### config.mk
export PLATFORM = sky130hd
export DESIGN_NAME = unary_reduce_accumulator_flat
export DESIGN_NICKNAME = d
export VERILOG_FILES = /design/src/rtl/unary_reduce_accumulator_pkg.sv /design/src/rtl/unary_reduce_accumulator_if.sv /design/src/rtl/unary_reduce_accumulator_word_reduce.sv /design/src/rtl/unary_reduce_accumulator.sv /design/src/flat_wrapper.sv
export SDC_FILE = /design/constraint.sdc
export NUM_CORES = 1
export LEC_CHECK = 0
export CORE_UTILIZATION = 50
export DETAILED_ROUTE_END_ITERATION = 16
export GPL_ROUTABILITY_DRIVEN = 0
export PLACE_DENSITY = 0.92
export SYNTH_ARGS = -nofsm -noshare
export SYNTH_HDL_FRONTEND = slang
export SYNTH_SLANG_ARGS = --single-unit
### constraint.sdc
create_clock -name clk -period 6.2 [get_ports clk]
set_clock_uncertainty 0.2 [all_clocks]
set_input_delay 1.86 -clock clk [delete_from_list [all_inputs] [get_ports clk]]
set_output_delay 1.86 -clock clk [all_outputs]
set_load 0.01 [all_outputs]
### src/rtl/unary_reduce_accumulator_pkg.sv
`default_nettype none
//==============================================================================
// Package : unary_reduce_pkg
// Brief   : Opcode/state types and opcode helpers for unary_reduce_accumulator
// Rev     : 1.0 - initial release
//==============================================================================
package unary_reduce_pkg;

    typedef enum logic [2:0] {
        OP_AND  = 3'd0,
        OP_OR   = 3'd1,
        OP_XOR  = 3'd2,
        OP_NAND = 3'd3,
        OP_NOR  = 3'd4,
        OP_XNOR = 3'd5
    } reduce_op_e;

    typedef enum logic [1:0] {
        IDLE  = 2'd0,
        ACCUM = 2'd1,
        HOLD  = 2'd2
    } reduce_state_e;

    // Codes 6 and 7 have no meaning and collapse onto AND before being stored.
    function automatic reduce_op_e normalize_op(input logic [2:0] code);
        case (code)
            3'd0, 3'd1, 3'd2, 3'd3, 3'd4, 3'd5: return reduce_op_e'(code);
            default:                            return OP_AND;
        endcase
    endfunction

    function automatic reduce_op_e base_op(input reduce_op_e op);
        case (op)
            OP_OR,  OP_NOR:  return OP_OR;
            OP_XOR, OP_XNOR: return OP_XOR;
            default:         return OP_AND;
        endcase
    endfunction

    function automatic logic is_inverted(input reduce_op_e op);
        return (op == OP_NAND) || (op == OP_NOR) || (op == OP_XNOR);
    endfunction

endpackage
`default_nettype wire

### src/rtl/unary_reduce_accumulator_if.sv
`default_nettype none
//==============================================================================
// Interface : unary_reduce_accumulator_if
// Brief     : Input beat stream and result stream; m_beats exists only when
//             UNARY_REDUCE_BEAT_COUNT_EN is defined.
// Rev       : 1.0 - initial release
//==============================================================================
interface unary_reduce_accumulator_if #(
    parameter int N = 8
`ifdef UNARY_REDUCE_BEAT_COUNT_EN
    , parameter int CW = 9
`endif
);
    logic         s_valid;
    logic         s_ready;
    logic [N-1:0] s_data;
    logic         s_last;
    logic [2:0]   s_op;
    logic         m_valid;
    logic         m_ready;
    logic         m_result;
`ifdef UNARY_REDUCE_BEAT_COUNT_EN
    logic [CW-1:0] m_beats;
`endif

    modport master (
        output s_valid, s_data, s_last, s_op, m_ready,
        input  s_ready, m_valid, m_result
`ifdef UNARY_REDUCE_BEAT_COUNT_EN
        , input m_beats
`endif
    );

    modport slave (
        input  s_valid, s_data, s_last, s_op, m_ready,
        output s_ready, m_valid, m_result
`ifdef UNARY_REDUCE_BEAT_COUNT_EN
        , output m_beats
`endif
    );

endinterface
`default_nettype wire

### src/rtl/unary_reduce_accumulator_word_reduce.sv
`default_nettype none
//==============================================================================
// Module : unary_word_reduce
// Brief  : Combinational AND/OR/XOR reduction of one N-bit word.
// Rev    : 1.0 - initial release
//==============================================================================
module unary_word_reduce
    import unary_reduce_pkg::*;
#(
    parameter int N = 8
) (
    input  logic [N-1:0] i_data,
    input  reduce_op_e   i_op,
    output logic         o_r
);

    always_comb begin
        o_r = &i_data;
        case (i_op)
            OP_OR:   o_r = |i_data;
            OP_XOR:  o_r = ^i_data;
            default: o_r = &i_data;
        endcase
    end

endmodule
`default_nettype wire

### src/rtl/unary_reduce_accumulator.sv
`default_nettype none
//==============================================================================
// Module : unary_reduce_accumulator
// Brief  : Folds a multi-beat packet into one reduction bit; optional beat
//          count output under UNARY_REDUCE_BEAT_COUNT_EN.
// Rev    : 1.0 - initial release
//==============================================================================
module unary_reduce_accumulator
    import unary_reduce_pkg::*;
#(
    parameter int N         = 8,
    parameter int MAX_BEATS = 256
) (
    input  wire logic                  clk,
    input  wire logic                  rst,
    unary_reduce_accumulator_if.slave  bus
);

    if (N < 1 || MAX_BEATS < 1) begin : g_param_check
        $error("unary_reduce_accumulator: N and MAX_BEATS must be >= 1");
    end

    reduce_state_e r_state;
    reduce_op_e    r_op;
    logic          r_acc;
    logic          r_m_valid;
    logic          r_m_result;

    reduce_op_e    w_op;
    reduce_op_e    w_base;
    logic          w_r;
    logic          w_fire;
    logic          w_acc_next;

    // The opcode is live from the port only on the first beat of a packet.
    assign w_op   = (r_state == IDLE) ? normalize_op(bus.s_op) : r_op;
    assign w_base = base_op(w_op);
    assign w_fire = bus.s_valid && (r_state != HOLD);

    unary_word_reduce #(
        .N (N)
    ) u_word_reduce (
        .i_data (bus.s_data),
        .i_op   (w_base),
        .o_r    (w_r)
    );

    always_comb begin
        w_acc_next = w_r;
        if (r_state == ACCUM) begin
            case (w_base)
                OP_OR:   w_acc_next = r_acc | w_r;
                OP_XOR:  w_acc_next = r_acc ^ w_r;
                default: w_acc_next = r_acc & w_r;
            endcase
        end
    end

    assign bus.s_ready  = (r_state != HOLD);
    assign bus.m_valid  = r_m_valid;
    assign bus.m_result = r_m_result;

    always_ff @(posedge clk or posedge rst) begin
        if (rst) begin
            r_state    <= IDLE;
            r_op       <= OP_AND;
            r_acc      <= 1'b0;
            r_m_valid  <= 1'b0;
            r_m_result <= 1'b0;
        end else begin
            case (r_state)
                IDLE, ACCUM: begin
                    if (w_fire) begin
                        r_op  <= w_op;
                        r_acc <= w_acc_next;
                        if (bus.s_last) begin
                            r_state    <= HOLD;
                            r_m_valid  <= 1'b1;
                            r_m_result <= w_acc_next ^ is_inverted(w_op);
                        end else begin
                            r_state <= ACCUM;
                        end
                    end
                end
                HOLD: begin
                    if (bus.m_ready) begin
                        r_state   <= IDLE;
                        r_m_valid <= 1'b0;
                    end
                end
                default: r_state <= IDLE;
            endcase
        end
    end

`ifdef UNARY_REDUCE_BEAT_COUNT_EN
    localparam int              c_cw  = $clog2(MAX_BEATS + 1);
    localparam logic [c_cw-1:0] c_max = c_cw'(MAX_BEATS);

    logic [c_cw-1:0] r_cnt;
    logic [c_cw-1:0] r_beats;
    logic [c_cw-1:0] w_cnt_next;

    always_comb begin
        w_cnt_next = c_cw'(1);
        if (r_state != IDLE) begin
            w_cnt_next = (r_cnt == c_max) ? r_cnt : r_cnt + c_cw'(1);
        end
    end

    always_ff @(posedge clk or posedge rst) begin
        if (rst) begin
            r_cnt   <= '0;
            r_beats <= '0;
        end else if (r_state == HOLD) begin
            if (bus.m_ready) begin
                r_cnt <= '0;
            end
        end else if (w_fire) begin
            r_cnt <= w_cnt_next;
            if (bus.s_last) begin
                r_beats <= w_cnt_next;
            end
        end
    end

    assign bus.m_beats = r_beats;
`endif

endmodule
`default_nettype wire

### src/flat_wrapper.sv
// flat-port wrapper written by rule: the top's interface ports become plain ports
module unary_reduce_accumulator_flat import unary_reduce_pkg::*;
#(
    parameter int N         = 8,
    parameter int MAX_BEATS = 256
)
  (clk, rst, bus_s_valid, bus_s_data, bus_s_last, bus_s_op, bus_m_ready, bus_s_ready, bus_m_valid, bus_m_result);
  unary_reduce_accumulator_if #(.N(N)) bus_i ();
  input  wire logic clk;
  input  wire logic rst;
  input wire logic [$bits(bus_i.s_valid)-1:0] bus_s_valid;
  input wire logic [$bits(bus_i.s_data)-1:0] bus_s_data;
  input wire logic [$bits(bus_i.s_last)-1:0] bus_s_last;
  input wire logic [$bits(bus_i.s_op)-1:0] bus_s_op;
  input wire logic [$bits(bus_i.m_ready)-1:0] bus_m_ready;
  output wire logic [$bits(bus_i.s_ready)-1:0] bus_s_ready;
  output wire logic [$bits(bus_i.m_valid)-1:0] bus_m_valid;
  output wire logic [$bits(bus_i.m_result)-1:0] bus_m_result;
  assign bus_i.s_valid = bus_s_valid;
  assign bus_i.s_data = bus_s_data;
  assign bus_i.s_last = bus_s_last;
  assign bus_i.s_op = bus_s_op;
  assign bus_i.m_ready = bus_m_ready;
  assign bus_s_ready = bus_i.s_ready;
  assign bus_m_valid = bus_i.m_valid;
  assign bus_m_result = bus_i.m_result;
  unary_reduce_accumulator #(.N(N), .MAX_BEATS(MAX_BEATS)) u_core (.clk(clk), .rst(rst), .bus(bus_i));
endmodule
==> results of run 1 <==
## registers in the layout, indices dropped and copies added, names as in the netlist
| name | count |
|---|---|
| u_core.r_acc | 1 |
| u_core.r_state | 2 |
| u_core.bus.m_result | 1 |
| u_core.r_op | 3 |
| u_core.bus.m_valid | 1 |
## metrics by stage
step / hold slack, ns / cell area [um^2] / power, mW / instances / setup WS (ns)
global route: 0.351 / 981 / 0.266 / 129 / 1.07
detailed placement: 0.322 / 958 / 0.205 / 126 / 0.981
floorplan: 0.291 / 759 / 0.163 / 93 / 1.67
CTS: 0.333 / 981 / 0.245 / 129 / 1.24
finish: 0.333 / 981 / 0.244 / 129 / 1.26
global placement: 0.313 / 958 / 0.197 / 126 / 1.06
## synthesized netlist by cell type
library cell	number
inv_1	16
ha_1	12
dfrtp_1	8
nand2_1	7
a21oi_1	6
o21ai_0	5
nand2b_1	4
nand4_1	4
nor2_1	4
xnor2_1	4
nor2b_1	3
nor3_1	3
and2_1	2
a2111o_1	1
a211oi_1	1
a221o_1	1
a221oi_1	1
a22o_1	1
a31oi_1	1
and2_2	1
and3_1	1
mux2_2	1
nand3_1	1
nand3b_1	1
o32a_1	1
or2_2	1
or3_1	1
xor2_1	1
## layer usage
| layer | wire [um] | vias up | part of all wire |
|---|---|---|---|
| met3 | 68 | 7 | 0.043 |
| met5 | 0 | - | 0 |
| met2 | 806 | 16 | 0.51 |
| met4 | 46 | 0 | 0.029 |
| met1 | 654 | 309 | 0.42 |
| li1 | - | 369 | - |
## cell type report
type,instances,area share
repair buffers,18,0.184
flip-flops and latches,8,0.204
clock buffers,3,0.0230
well taps,15,0.0191
multi-input cells,69,0.509
inverters,16,0.0612
## power by group
group / internal (mW) / total (mW) / leakage [nW] / switching, mW
logic: 0.0643 / 0.126 / 0.365 / 0.0619
registers: 0.0652 / 0.0774 / 0.0974 / 0.0122
clock network: 0.0222 / 0.0407 / 0.0138 / 0.0185
## critical path: cells and delay by family
kind / cells / cell delay [ns]
AO/OA/AOI/OAI: 5 / 1.33
adder cells (fa/ha/maj): 2 / 0.58
buffers and inverters: 1 / 0.53
AND/OR/NAND/NOR: 4 / 0.64
## worst paths after layout
check / from / endpoint / slack, ns
min in group asynchronous: rst / u_core.r_state[0]$_DFFE_PP0P_ / 1.64
worst min register to register: u_core.r_op[1]$_DFFE_PP0P_ / u_core.r_op[1]$_DFFE_PP0P_ / 0.33
worst max-delay path: bus_s_op[2] / u_core.bus.m_result$_DFFE_PP0P_ / 1.26
worst max register to register: u_core.r_state[1]$_DFFE_PP0P_ / u_core.bus.m_result$_DFFE_PP0P_ / 2.77
max in group asynchronous: rst / u_core.bus.m_valid$_DFFE_PP0P_ / 3.92
worst min-delay path: u_core.r_op[1]$_DFFE_PP0P_ / u_core.r_op[1]$_DFFE_PP0P_ / 0.33
## cell usage in the layout, fill, tap and decap left out, drive strengths merged
cell type,Yosys,layout
ha,12,12
nand2,7,7
nor2,4,4
xnor2,4,4
or3,1,1
o32a,1,1
a31oi,1,1
nand2b,4,4
xor2,1,1
and2,3,3
a22o,1,1
mux2,1,1
nand3,1,1
nor3,3,3
or2,1,1
nand4,4,4
nand3b,1,1
clkdlybuf4s50,0,18
a2111o,1,1
inv,16,16
and3,1,1
o21ai,5,5
a221o,1,1
a221oi,1,1
nor2b,3,3
a21oi,6,6
dfrtp,8,8
a211oi,1,1
clkbuf,0,3
## cells by family after synthesis
kind of cell               count (synthesis)  synth area share
muxes                                      1            0.0148
adders and majority gates                 12             0.198
and+or+nand+nor                           33             0.232
AOI/OAI and AO/OA                         18             0.155
DFF                                        8             0.264
xor gates and xnor gates                   5            0.0577
buffers and inverters                     16            0.0791
==> results.toml, run 1 <==
[status]
status = "complete, no violations"

[floorplan]
num_rows = 13
coreArea_um2 = 1350
chipHeight_um = 41.0
pin_count = 19
initial_core_util = 0.563
die_w_um = 41.0
dieArea_um2 = 1680

[clocking]
clkLatencyLatePin_ns = 0.26
htree_num_levels = 1
cts_tree = "built"
cts_resized = 0
ctsRootBufferMaster = "clkbuf_4"
cts_made_buffers = 3
cts.clk_slew.worst_paths_ns = 0.06
cts_hold_buf = 0
cts.path.max_buffers = 2
cts_setup_buffers = 0
cts_sinks = 8

[synth]
synthCells = 93
yosysTopAreaCell = "dfrtp_1"
synth_seq_cells = 8
syn_area_per_cell_um2 = 8.17
syn_area_um2 = 759
syn_nets = 121
synth_area_leaders = "dfrtp_1 (26%), ha_1 (20%), inv_1 (7.9%)"
ys_seq_area_frac = 0.264
ys_types = 28
yosysWarningCount = 0
synth.top_cell.area_share = 0.264

[timing]
max_slew.worst_pin.slew_ns = 0.427
finalCriticalPeriod_ns = 4.94
final-hold-violation-count = 0
min_period_over_period = 0.797
finalSetupViolations = 0
max-slew-margin-rel = 0.714
tns_ns = 0
fmax_mhz = 202
slew_violations = 0
rsz0062_at_grt = "no"

[place]
port-buffer-count = 18
hpwl_um = 1310

[finish]
syn2layout_area_growth_pct = 29.2
multi_input_area_um2 = 499
antenna_cells = 0
utilization = 0.727
nets = 144
regArea_um2 = 200
drive_gt1_frac = 0.0526
fillCellCount = 105

[worst_setup_path]
critical_path_class = "in -> reg"
cp_cell_sequence = "clkdlybuf4s50_1, nor2b_1, a21oi_1, a21oi_1, ha_1, a221o_1, and2_2, ha_1, a221oi_1, nor3_1, a2111o_1, nand3_1"
end_kind = "flop"
crit_required_ns = 6.20
slowest_delay_ns = 0.53
start_kind = "input pin"
r2r_cells = 11
slowest_stage = "clkdlybuf4s50_1"
worstPathMaxFanout = 5
worstPathArrival_ns = 4.94

[grt]
grt-ovfl-total = 0
grtUsageMet2 = 0.367
grtUsageMet3 = 0.114
track_usage = 0.224
grt_max_degree = 10
grt_first_pass_wirelength_um = 2390
grt_pass1_vias = 592
antenna_found_initial = 0
grt_util_met1 = 0.250
grt.busiest_layer = "met2"

[route]
via_count = 701
drtIter0Drc = 9
drc = 0
vias_per_cell = 5.43
first_pass_iters = 4
finalWirelength_um = 1580
ant_nets = 0
wl_per_cell_um = 12.2

[min_path]
hold_depth = 2
hold_path.class = "reg -> reg"

[power_and_ir_drop]
power.density_nw_per_um2 = 249
leakage_nw = 0.477
peakVddDrop_v = 0.000204

[flow_run]
maxCapViolCount = 0
No activity file was read; power rests on OpenSTA's default activity.
==> run 2, diff against run 1 <==
--- a/config.mk
+++ b/config.mk
@@ -5,10 +5,10 @@
 export SDC_FILE = /design/constraint.sdc
 export NUM_CORES = 1
 export LEC_CHECK = 0
-export CORE_UTILIZATION = 50
+export CORE_UTILIZATION = 47
 export DETAILED_ROUTE_END_ITERATION = 16
 export GPL_ROUTABILITY_DRIVEN = 0
-export PLACE_DENSITY = 0.92
+export PLACE_DENSITY = 0.88
 export SYNTH_ARGS = -nofsm -noshare
 export SYNTH_HDL_FRONTEND = slang
 export SYNTH_SLANG_ARGS = --single-unit
==> constraint.sdc (replaced) <==
create_clock -name clk -period 4.6 [get_ports clk]
set_clock_uncertainty 0.2 [all_clocks]
set_input_delay 1.38 -clock clk [delete_from_list [all_inputs] [get_ports clk]]
set_output_delay 1.38 -clock clk [all_outputs]
set_load 0.01 [all_outputs]
==> run 2 against run 1 <==
Net effect: the flow now finishes with violations (DRC); register-to-register slack got worse by 1.5 ns; largest cell class unchanged; critical path depth increased by 2; combinational power increased by 52%; final area increased by 3.7%.
==> results.toml, run 2 (synthesis results as in run 1) <==
[floorplan]
num_rows = 14
dieArea_um2 = 1780
initial_core_util = 0.504
pin_count = 19
coreArea_um2 = 1510
chipHeight_um = 42.2
die_w_um = 42.2

[flow_run]
maxCapViolCount = 0

[clocking]
cts.path.max_buffers = 2
cts_made_buffers = 3
clkLatencyLatePin_ns = 0.25
cts_tree = "built"
cts_hold_buf = 0
htree_num_levels = 1
cts_sinks = 8
cts_setup_buffers = 0
cts_resized = 0
cts.clk_slew.worst_paths_ns = 0.05
ctsRootBufferMaster = "clkbuf_4"

[power_and_ir_drop]
leakage_nw = 0.497
peakVddDrop_v = 0.000224
power.density_nw_per_um2 = 343

[worst_setup_path]
critical_path_class = "in -> reg"
cp_num_buf_inv = 2
end_kind = "flop"
cp_cell_sequence = "clkdlybuf4s50_1, nand2b_1, nor2_1, a21oi_1, a21oi_1, inv_1, ha_1, a221o_1, and2_2, ha_1, a221oi_1, nor3_1, a2111o_1, nand3_1"
path_delay_family = "compound AO/OA/AOI/OAI gates"
worstPathMaxFanout = 4
crit_required_ns = 4.59
start_kind = "input pin"
slowest_delay_ns = 0.46
worstPathArrival_ns = 4.36
slowest_stage = "clkdlybuf4s50_1"

[route]
first_pass_iters = 10
finalWirelength_um = 1640
ant_nets = 0
via_count = 745
wl_per_cell_um = 12.2
vias_per_cell = 5.56
drc = 1
drtIter0Drc = 6

[status]
violations = "DRC"
status = "complete, but fails checks"

[place]
port-buffer-count = 18
dp.cells = 131
pre_cts_ws_ns = 0.00558
hpwl_um = 1370

[timing]
finalSetupViolations = 0
worst_slack_ns = 0.225
finalCriticalPeriod_ns = 4.37
slew_violations = 0
min_period_over_period = 0.951
final-hold-violation-count = 0
max-slew-margin-rel = 0.714
fmax_mhz = 229
tns_ns = 0
holdWs_ns = 0.344
rsz0062_at_grt = "no"
max_slew.worst_pin.slew_ns = 0.428

[grt]
antenna_found_initial = 0
grt_max_degree = 10
grt-ovfl-total = 0
track_usage = 0.213
grt_first_pass_wirelength_um = 2940
grt_pass1_vias = 785

[finish]
mostFrequentLayoutCells = "clkdlybuf4s50_1 (18), inv_1 (16), ha_1 (12)"
final_common_cell = "clkdlybuf4s50_1"
utilization = 0.675
regMostFlops = "u_core.r_op"
nets = 148
drive_gt1_frac = 0.0932
largest_reg_flops = 3
antenna_cells = 0
final_cells = 134
syn2layout_area_growth_pct = 33.9
reg_top3 = "u_core.r_op x3, u_core.r_state x2"

[min_path]
hold_path.class = "reg -> reg"
==> run 2: changes by cell type in the layout (fill, tap and decap cells not counted) <==
cell / previous run / this run
a211oi_2: 0 / 1
buf_4: 0 / 4
a211oi_1: 1 / 0
==> run 2: routing by layer <==
layer	part of all wire	track usage	vias to the layer above
met5	0	0	-
met4	0.020	0.100	0
met3	0.042	0.0776	5
met2	0.50	0.348	23
met1	0.44	0.245	347
li1	-	-	370
==> run 2: report_power, final <==
part	leakage [nW]	switching (mW)	internal, mW
Sequential	0.0974	0.0175	0.0878
Combinational	0.386	0.0904	0.101
Clock	0.0138	0.0231	0.0298
==> run 2: through the flow <==
step	power [mW]	instance area (um^2)
finish	0.349	1020
global route	0.378	1020
CTS	0.348	1010
detailed placement	0.291	990
global placement	0.281	990
floorplan	0.219	759
==> run 2: worst reg2reg max path: stages, from the launching register on <==
cell	delay, ns
dfrtp_1	0.46
nor2_1	0.38
nor3_1	0.12
a21oi_1	0.19
inv_1	0.07
ha_1	0.20
a221o_1	0.33
and2_2	0.21
ha_1	0.29
a221oi_1	0.28
nor3_1	0.13
a2111o_1	0.39
nand3_1	0.06
==> run 2: final cells by class <==
type | count | area, um^2
repair buffers | 22 | 210
fillers | 120 | 489
inverters | 16 | 60.1
flip-flops and latches | 8 | 200
multi-input cells | 69 | 504
well taps | 16 | 20.0
clock buffers | 3 | 22.5
==> run 2: path summary, 6_finish.rpt <==
| check | start | end | slack [ns] | depth (start not counted) |
|---|---|---|---|---|
| min in group asynchronous | rst | u_core.r_op[2]$_DFFE_PP0P_ | 1.18 | 2 |
| max in group asynchronous | rst | u_core.r_op[1]$_DFFE_PP0P_ | 2.79 | 2 |
| setup / recovery | bus_s_op[2] | u_core.bus.m_result$_DFFE_PP0P_ | 0.23 | 14 |
| hold reg to reg | u_core.bus.m_valid$_DFFE_PP0P_ | u_core.bus.m_valid$_DFFE_PP0P_ | 0.34 | 2 |
| hold / removal | u_core.bus.m_valid$_DFFE_PP0P_ | u_core.bus.m_valid$_DFFE_PP0P_ | 0.34 | 2 |
| setup reg to reg | u_core.r_state[1]$_DFFE_PP0P_ | u_core.bus.m_result$_DFFE_PP0P_ | 1.24 | 12 |
